File: src/rtl/slon5_pkg.sv
// Shared types and constants for the slon5 display scan controller.
package slon5_pkg;

    // Number of multiplexed digits on the slon5 board; sets the width of Dnum_t.
    localparam int SLON5_DIGITS = 4;

    // Segment bus: a..g in [6:0], decimal point in [7].
    typedef logic [7:0] Dout_t;

    // One-hot digit select bus.
    typedef logic [SLON5_DIGITS-1:0] Dnum_t;

    // Scan FSM: each digit slot is a blank gap followed by the lit period.
    typedef enum logic {
        SC_BLANK,
        SC_SHOW
    } scan_state_t;

    // Active-high a..g patterns for hex digits 0..F (bit 0 = a, bit 6 = g).
    localparam logic [6:0] SEG_HEX [16] = '{
        7'h3F, 7'h06, 7'h5B, 7'h4F,
        7'h66, 7'h6D, 7'h7D, 7'h07,
        7'h7F, 7'h6F, 7'h77, 7'h7C,
        7'h39, 7'h5E, 7'h79, 7'h71
    };

endpackage

File: src/rtl/slon5_hex7.sv
// Hex nibble plus decimal point to active-high 7-segment pattern.
module slon5_hex7
    import slon5_pkg::*;
(
    input  logic [3:0] nibble,
    input  logic       dp,
    output Dout_t      seg
);

    // Pure table lookup; output polarity is the caller's concern.
    assign seg = {dp, SEG_HEX[nibble]};

endmodule

File: src/rtl/slon5_scan_ctrl.sv
// Multiplexed 7-segment scan controller: slot timing with anti-ghost blank,
// PWM brightness, hex decode, and frame-aligned double-buffered display data.
module slon5_scan_ctrl
    import slon5_pkg::*;
#(
    parameter int DIGITS      = 4,
    parameter int SLOT        = 50000,
    parameter int BLANK       = 16,
    parameter bit SEG_ACT_LOW = 1'b1,
    parameter bit DIG_ACT_LOW = 1'b1
) (
    input  logic                  clk,
    input  logic                  rst_n,
    input  logic [4*DIGITS-1:0]   load_data,
    input  logic [DIGITS-1:0]     load_dp,
    input  logic                  load_valid,
    output logic                  load_ready,
    input  logic [3:0]            bright,
    output logic                  frame_start,
    output Dout_t                 dout,
    output logic [DIGITS-1:0]     dnum
);

    localparam int CNT_W = $clog2(SLOT);
    localparam int IDX_W = (DIGITS > 1) ? $clog2(DIGITS) : 1;

    localparam logic [CNT_W-1:0] CNT_LAST  = CNT_W'(SLOT - 1);
    localparam logic [CNT_W-1:0] CNT_BLANK = CNT_W'(BLANK);
    localparam logic [IDX_W-1:0] IDX_LAST  = IDX_W'(DIGITS - 1);

    // Deasserted levels of the output pins.
    localparam Dout_t             SEG_OFF = {8{SEG_ACT_LOW}};
    localparam logic [DIGITS-1:0] DIG_OFF = {DIGITS{DIG_ACT_LOW}};

    scan_state_t          state_q, state_d;
    logic [CNT_W-1:0]     slot_cnt_q, slot_cnt_d;
    logic [IDX_W-1:0]     idx_q, idx_d;
    logic [3:0]           pwm_q, pwm_d;
    logic [3:0]           bright_s_q;
    logic                 digit_on;

    logic [4*DIGITS-1:0]  active_data_q, pend_data_q;
    logic [DIGITS-1:0]    active_dp_q, pend_dp_q;
    logic                 pend_full_q;

    logic                 slot_wrap, frame_wrap, accept, commit;
    logic [3:0]           cur_nibble;
    logic                 cur_dp;
    Dout_t                cur_seg;
    logic [DIGITS-1:0]    sel_onehot;

    Dout_t                dout_p1;
    logic [DIGITS-1:0]    dnum_p1;
    logic                 frame_start_p1;

    assign slot_wrap  = (slot_cnt_q == CNT_LAST);
    assign frame_wrap = slot_wrap && (idx_q == IDX_LAST);
    assign accept     = load_valid && !pend_full_q;
    assign commit     = frame_wrap && pend_full_q;
    assign load_ready = ~pend_full_q;

    assign cur_nibble = active_data_q[{idx_q, 2'b00} +: 4];
    assign cur_dp     = active_dp_q[idx_q];
    assign sel_onehot = DIGITS'(1) << idx_q;

    slon5_hex7 u_hex7 (
        .nibble (cur_nibble),
        .dp     (cur_dp),
        .seg    (cur_seg)
    );

    // Next slot position, FSM transition and whether the current digit is lit.
    always_comb begin
        slot_cnt_d = slot_wrap ? '0 : slot_cnt_q + 1'b1;
        idx_d      = idx_q;
        if (slot_wrap) begin
            idx_d = (idx_q == IDX_LAST) ? '0 : idx_q + 1'b1;
        end
        state_d  = state_q;
        pwm_d    = '0;
        digit_on = 1'b0;
        case (state_q)
            SC_BLANK: begin
                if (slot_cnt_d >= CNT_BLANK) begin
                    state_d = SC_SHOW;
                end
            end
            SC_SHOW: begin
                // 15 is full-on; otherwise lit for the first bright_s of every 16 clocks.
                digit_on = (bright_s_q == 4'hF) || (pwm_q < bright_s_q);
                if (slot_wrap) begin
                    state_d = SC_BLANK;
                end else begin
                    pwm_d = pwm_q + 1'b1;
                end
            end
            default: state_d = SC_BLANK;
        endcase
    end

    // Slot timing, FSM state, PWM counter and per-slot brightness sample.
    always_ff @(posedge clk or negedge rst_n) begin
        if (!rst_n) begin
            state_q    <= SC_BLANK;
            slot_cnt_q <= '0;
            idx_q      <= '0;
            pwm_q      <= '0;
            bright_s_q <= '0;
        end else begin
            state_q    <= state_d;
            slot_cnt_q <= slot_cnt_d;
            idx_q      <= idx_d;
            pwm_q      <= pwm_d;
            if (slot_cnt_q == '0) begin
                bright_s_q <= bright;
            end
        end
    end

    // Pending/active double buffer; only swaps at the frame boundary so a frame is never torn.
    always_ff @(posedge clk or negedge rst_n) begin
        if (!rst_n) begin
            active_data_q <= '0;
            active_dp_q   <= '0;
            pend_data_q   <= '0;
            pend_dp_q     <= '0;
            pend_full_q   <= 1'b0;
        end else if (commit) begin
            active_data_q <= pend_data_q;
            active_dp_q   <= pend_dp_q;
            pend_full_q   <= 1'b0;
        end else if (accept) begin
            pend_data_q   <= load_data;
            pend_dp_q     <= load_dp;
            pend_full_q   <= 1'b1;
        end
    end

    // Output register stage with pin polarity applied.
    always_ff @(posedge clk or negedge rst_n) begin
        if (!rst_n) begin
            dout_p1        <= SEG_OFF;
            dnum_p1        <= DIG_OFF;
            frame_start_p1 <= 1'b0;
        end else begin
            dout_p1        <= digit_on ? (cur_seg ^ SEG_OFF) : SEG_OFF;
            dnum_p1        <= digit_on ? (sel_onehot ^ DIG_OFF) : DIG_OFF;
            frame_start_p1 <= frame_wrap;
        end
    end

    assign dout        = dout_p1;
    assign dnum        = dnum_p1;
    assign frame_start = frame_start_p1;

endmodule

File: config.mk
export PLATFORM = sky130hd
export DESIGN_NAME = slon5_scan_ctrl
export DESIGN_NICKNAME = d
export VERILOG_FILES = /design/src/rtl/slon5_pkg.sv /design/src/rtl/slon5_hex7.sv /design/src/rtl/slon5_scan_ctrl.sv
export SDC_FILE = /design/constraint.sdc
export NUM_CORES = 1
export LEC_CHECK = 0
export ABC_AREA = 1
export CORE_UTILIZATION = 51
export CTS_CLUSTER_SIZE = 25
export DETAILED_ROUTE_END_ITERATION = 10
export HOLD_SLACK_MARGIN = 0.02
export PLACE_DENSITY = 0.76
export SLEW_MARGIN = 25
export SYNTH_ARGS = -nofsm -noshare
export SYNTH_HDL_FRONTEND = slang
export SYNTH_SLANG_ARGS = --single-unit
File: constraint.sdc
create_clock -name clk -period 1.8 [get_ports clk]
set_input_delay 0.27 -clock clk [delete_from_list [all_inputs] [get_ports clk]]
set_output_delay 0.27 -clock clk [all_outputs]
set_load 0.1 [all_outputs]
Word level (Yosys, flattened, before mapping):

Memories as Yosys holds them, arrays and structs flattened.
Index checks and enable logic that the tools add are counted.

* add/subtract/negate cells: 3
* magnitude comparators: 4
* equality and inequality tests: 3
* shift-type cells: 2
* muxes and demuxes: 16
* bitwise gates (word level): 6
* reduce and logical (&&, ||, !) cells: 8

Operators by type and width (number)
* adder 16 x 1 -> 16 bit (second input constant): 1
* == test 16 bit (second input constant): 1
* >= comparator 16 x 5 -> 1 bit (second input constant): 1
* zero test 16 bit: 1
* two-way mux 16 bit: 1
* variable part select 16 x 5 -> 4 bit: 1
* two-way mux 7 bit: 2
* two-way mux 4 bit: 3
* two-way mux 8 bit: 1
* NOT 8 bit: 1
* two-way mux 1 bit: 6
* >= comparator 5 bit (second input constant): 1
* NOT 4 -> 5 bit: 1
* adder 4 x 1 -> 4 bit (second input constant): 1
* == test 4 bit (second input constant): 1
* < comparator 4 bit: 1
* NOT 4 bit: 1
* left shift 1 x 2 -> 4 bit (first input constant): 1
* logical AND 1 bit: 3
* < comparator 2 x 3 -> 1 bit (second input constant): 1
* NOT 1 bit: 3
* adder 2 x 1 -> 2 bit (second input constant): 1
* binary-select mux 1 bit (select 2 bit): 1
* == test 2 bit (second input constant): 1
* other kinds (6): 6

* register bits after elaboration: 81
* memory bits (read-only): 112
* input bits: 27
* output and inout bits: 14
* logic and storage cells: 56
* memories: 1

Memory list
* (name not given): depth 16, bits a word 7, read ports 1, clocked after memory_dff 0, write ports 0, RTL line slon5_hex7.sv:11 `assign seg = {dp, SEG_HEX[nibble]};`

Depth between registers and ports, before layout:

* depth after elaboration: 7
* mapped depth: 12

Cells and area by module:

A second synthesis with hierarchy kept.

* cells, all modules: 412
* area total of the unflattened synthesis: 4013.8 µm²

By module, submodules not included
* slon5_scan_ctrl: times used 1, cells each 359, area each 3736.1 µm², seq. area each 2042.0 µm²
* slon5_hex7: times used 1, cells each 53, area each 277.8 µm², seq. area each 0.0 µm²

Worst setup path after synthesis:

No wires, ideal clock.

* path type: register -> register
* from: reg idx_q[0]
* to: reg dout_p1[0] (netlist: dout[0])
* library setup time: 0.093 ns
* data arrival time: 1.811 ns
* data required time: 1.707 ns
* setup slack: -0.105 ns
* cell stages (with the launch flop): 11
* buffers on the path: 1
* cells stage by stage: dfrtp_1 > inv_1 > clkbuf_1 > nand2_1 > a32oi_1 > inv_1 > ha_1 > inv_1 > nor2_1 > o21ai_0 > o211ai_1

* longest elaborated chain between the ends: 7

RTL lines
* from (decl): RTL line slon5_scan_ctrl.sv:37 `logic [IDX_W-1:0] idx_q, idx_d;`
* from (signal assigned): RTL line slon5_scan_ctrl.sv:112 `idx_q <= idx_d;`
* variable part select 16 x 5 -> 4 bit: RTL line slon5_scan_ctrl.sv:62 `assign cur_nibble = active_data_q[{idx_q, 2'b00} +: 4];`
* NOT 4 -> 5 bit (implied by the code): RTL line slon5_hex7.sv:11
* memory (16 x 7 bit)
* two-way mux 7 bit (implied by the code) (2 in a row): RTL line slon5_hex7.sv:11
* NOT 8 bit (no line)
* two-way mux 8 bit: RTL line slon5_scan_ctrl.sv:146 `dout_p1 <= digit_on ? (cur_seg ^ SEG_OFF) : SEG_OFF;`
* to (signal assigned): RTL line slon5_scan_ctrl.sv:146
* to (decl): RTL line slon5_scan_ctrl.sv:52 `Dout_t dout_p1;`

No other way between the ends. The select of a mux whose other input is x is not followed.
A chain may end at the register's enable or synchronous reset.

Final worst setup path:

* from: reg slot_cnt_q[1]
* to: reg active_data_q[1]

* longest elaborated chain between the ends: 3

RTL lines
* from (decl): RTL line slon5_scan_ctrl.sv:36 `logic [CNT_W-1:0] slot_cnt_q, slot_cnt_d;`
* from (signal assigned): RTL line slon5_scan_ctrl.sv:111 `slot_cnt_q <= slot_cnt_d;`
* == test 16 bit: RTL line slon5_scan_ctrl.sv:56 `assign slot_wrap = (slot_cnt_q == CNT_LAST);`
* logical AND 1 bit: RTL line slon5_scan_ctrl.sv:57 `assign frame_wrap = slot_wrap && (idx_q == IDX_LAST);`
* via frame_wrap: RTL line slon5_scan_ctrl.sv:46 `logic slot_wrap, frame_wrap, accept, commit;`
* logical AND 1 bit: RTL line slon5_scan_ctrl.sv:59 `assign commit = frame_wrap && pend_full_q;`
* to (signal assigned): RTL line slon5_scan_ctrl.sv:129 `active_data_q <= pend_data_q;`
* to (decl): RTL line slon5_scan_ctrl.sv:42 `logic [4*DIGITS-1:0] active_data_q, pend_data_q;`

The timed path passes the listed nets, and every way through them passes these cells.

==> flow_summary.ini <==
[status]
status = finished, violations left
failed_checks = setup timing

[place]
numPortBuffers = 40
hpwl_mm = 6.44
place_congestion = 0.907
postPlaceCellArea_um2 = 4870

[worst_setup_path]
required_ns = 2.04
crit_top_cell = nand2_4
slowest_delay_ns = 0.40
cp-start-kind = flip-flop
arrival_ns = 2.05
crit_slowest_cell = dfrtp_1
crit_chain = ha_4 -> nand2_4 -> nor2_8 -> inv_4 -> nor2_4 -> nand2_4 -> nor2_4 -> nand2_4 -> clkbuf_16 -> mux2_4
endpoint_kind = flip-flop
cp_max_fo = 5
critPathKind = flip-flop to flip-flop

[sta]
min_period_over_period_pct = 100
slew_violations = 0
fin_crit_ns = 1.81
worst_pin_slew_ns = 0.481
final_hold_viol_count = 0
max_freq_mhz = 553
fin_ws_ns = -0.00743
max_slew_margin_pct = 67.9
rsz0062_at_grt = true
setup_viol = 11
skew_ns = 0.0132

[die]
rows = 31
start_util_pct = 53.8
core-area_um2 = 7410
ios = 41
dieArea_um2 = 8170
die_h_um = 90.4
die_width_um = 90.4

[logic_synthesis]
syn_area_per_cell_um2 = 9.99
syn_nets = 441
synthCells = 399
netlist_area_um2 = 3990
yosys_warnings = 0
yosysSeqAreaShare_pct = 51.2
synth_edf_count = 0
synthFlopType = dfrtp_1
async_flop_share_pct = 100
synth_cell_types = 31
synth_seq_cells = 81

[cts]
clock_sinks = 81
cts_tree = built
clkLatencyLatePin_ns = 0.36
cts_max_level = 3
numCtsBuffers = 9
clockBufferDepth = 2
cts_root_buf = clkbuf_8
clk_pin_slew_worst_paths_ns = 0.09

[global_routing]
busiest_layer = met2
use_met3_pct = 5.64
met2_usage_pct = 39.1
overflow = 0
grt_antenna_before_repair = 0
grt_pass1_wl_mm = 14.6
grt_usage_pct = 23.1
grt_pass1_vias = 3070
gr-usage-met1_pct = 28.5
grt_start_max_net_pins = 38

[power_and_ir_drop]
p_leak_nw = 2.74
p_total_mw = 3.45
peakVddDrop_v = 0.000646
power_density_nw_per_um2 = 648

[drt]
wire_per_inst_um = 15.1
via_per_inst = 5.15
via_count = 3038
drt_wl_total_mm = 8.88
drc = 0
ant_nets = 0
drtIter0Drc = 155
drtPass1Iterations = 4

[hold_path]
holdCritPathClass = input port to asynchronous set/reset pin

[finish]
layout_commonest_cell = nand2_1
final_cell_mix = nand2_1 (73), dfrtp_1 (68), inv_1 (45), nor2_1 (35), buf_4 (34)
stdcell_area_um2 = 5330
area_growth_pct = 33.7
drive_above_1_share_pct = 33.6
diodes = 0
finalNetCount = 528
nFillCells = 522

[flow_run]
cap_violations = 0
## where the power goes
| part | internal, mW | switching [mW] |
|---|---|---|
| sequential | 1.88 | 0.0376 |
| clock | 0.648 | 0.663 |
| combinational | 0.121 | 0.0992 |
## flip-flops by register name (all words and copies together), names as in the netlist
signal / flops
slot_cnt_q: 16
active_data_q: 16
idx_q: 2
state_q: 1
frame_start: 1
dout: 8
pend_data_q: 16
dnum: 4
pend_full_q: 1
pwm_q: 4
bright_s_q: 4
pend_dp_q: 4
active_dp_q: 4
## critical path: cells and delay by family, from the launching register on
family / cells / cell delay, ns
AND/OR/NAND/NOR: 6 / 0.62
multiplexers: 1 / 0.29
buffers and inverters: 2 / 0.23
flip-flops: 1 / 0.40
adder cells (fa/ha/maj): 1 / 0.17
## synth_stat cells (2+ instances only)
cell type | n | area share, %
a21oi_1 | 7 | 0.88
clkbuf_1 | 5 | 0.47
xor2_1 | 3 | 0.66
dfrtp_1 | 69 | 43
nand2_1 | 75 | 7.1
o21ai_0 | 15 | 1.9
mux2_4 | 19 | 7.2
nor2_1 | 43 | 4.1
ha_1 | 15 | 4.7
nand3_1 | 25 | 3.1
o311ai_0 | 2 | 0.44
nor2_4 | 2 | 0.57
nand4_1 | 9 | 1.4
o21bai_1 | 2 | 0.38
inv_1 | 50 | 4.7
buf_6 | 2 | 0.57
mux2_2 | 25 | 7.1
o211ai_1 | 4 | 0.75
nand2_4 | 2 | 0.57
inv_2 | 3 | 0.28
dfstp_2 | 12 | 7.9
## area by class of cell
class                           count  area [µm²]  area share [%]
Sequential cell                    81        2040            38.4
Multi-Input combinational cell    257        1810            33.9
Timing Repair Buffer               83         951            17.9
Inverter                           54         205            3.85
Clock buffer                       10         128            2.40
Tap cell                           99         124            2.33
Clock inverter                      6        67.6            1.27
## what timing repair did
item,CTS,global route
pin swaps,1,11
gates cloned,0,3
setup endpoints to repair,20,35
hold endpoints to repair,23,0
gates resized for setup,2,40
hold buffers,1,0
setup buffers,1,6
## routing by layer
layer | routed length (µm) | up-vias
li1 | - | 1477
met1 | 3890 | 1471
met2 | 4520 | 75
met3 | 324 | 15
met4 | 144 | 0
met5 | 0 | -
## kinds of logic (layout without fill, tap and decap cells)
| kind of cell | Yosys count | in the layout | share of synthesized area, % |
|---|---|---|---|
| muxes | 44 | 44 | 14.2 |
| DFF | 81 | 81 | 51.2 |
| adders and majority gates | 15 | 15 | 4.71 |
| AOI/OAI and AO/OA | 34 | 34 | 5.09 |
| xor gates and xnor gates | 4 | 4 | 0.879 |
| buffers and inverters | 61 | 153 | 6.12 |
| and+or+nand+nor | 160 | 160 | 17.7 |
## final timing paths
check | from | endpoint | slack, ns | depth (start not counted)
setup / recovery | slot_cnt_q[1] | active_data_q[1] | -0.007 | 10
hold / removal | rst_n | slot_cnt_q[9] | 0.41 | 2
setup reg to reg | slot_cnt_q[1] | active_data_q[1] | -0.007 | 10
hold reg to reg | pwm_q[0] | pwm_q[0] | 0.49 | 1
max in group asynchronous | rst_n | idx_q[0] | 0.81 | 3
min in group clk | pwm_q[0] | pwm_q[0] | 0.49 | 1
## stage by stage
| step | utilization, % | TNS, ns | instances | worst slack, ns | hold WS (ns) |
|---|---|---|---|---|---|
| after floorplan | - | -0.0189 | 399 | -0.000945 | -0.0256 |
| after global placement | 65.7 | 0 | 563 | 0.0592 | 0.255 |
| after detailed placement | 65.7 | -0.00706 | 563 | -0.00706 | 0.265 |
| after CTS | 68.8 | 0 | 581 | 0.00268 | 0.417 |
| after global routing | 71.9 | -1.76 | 590 | -0.0971 | 0.451 |
| final | 71.9 | -0.0403 | 590 | -0.00743 | 0.407 |
Note: power is estimated with default switching activity, not from simulation.
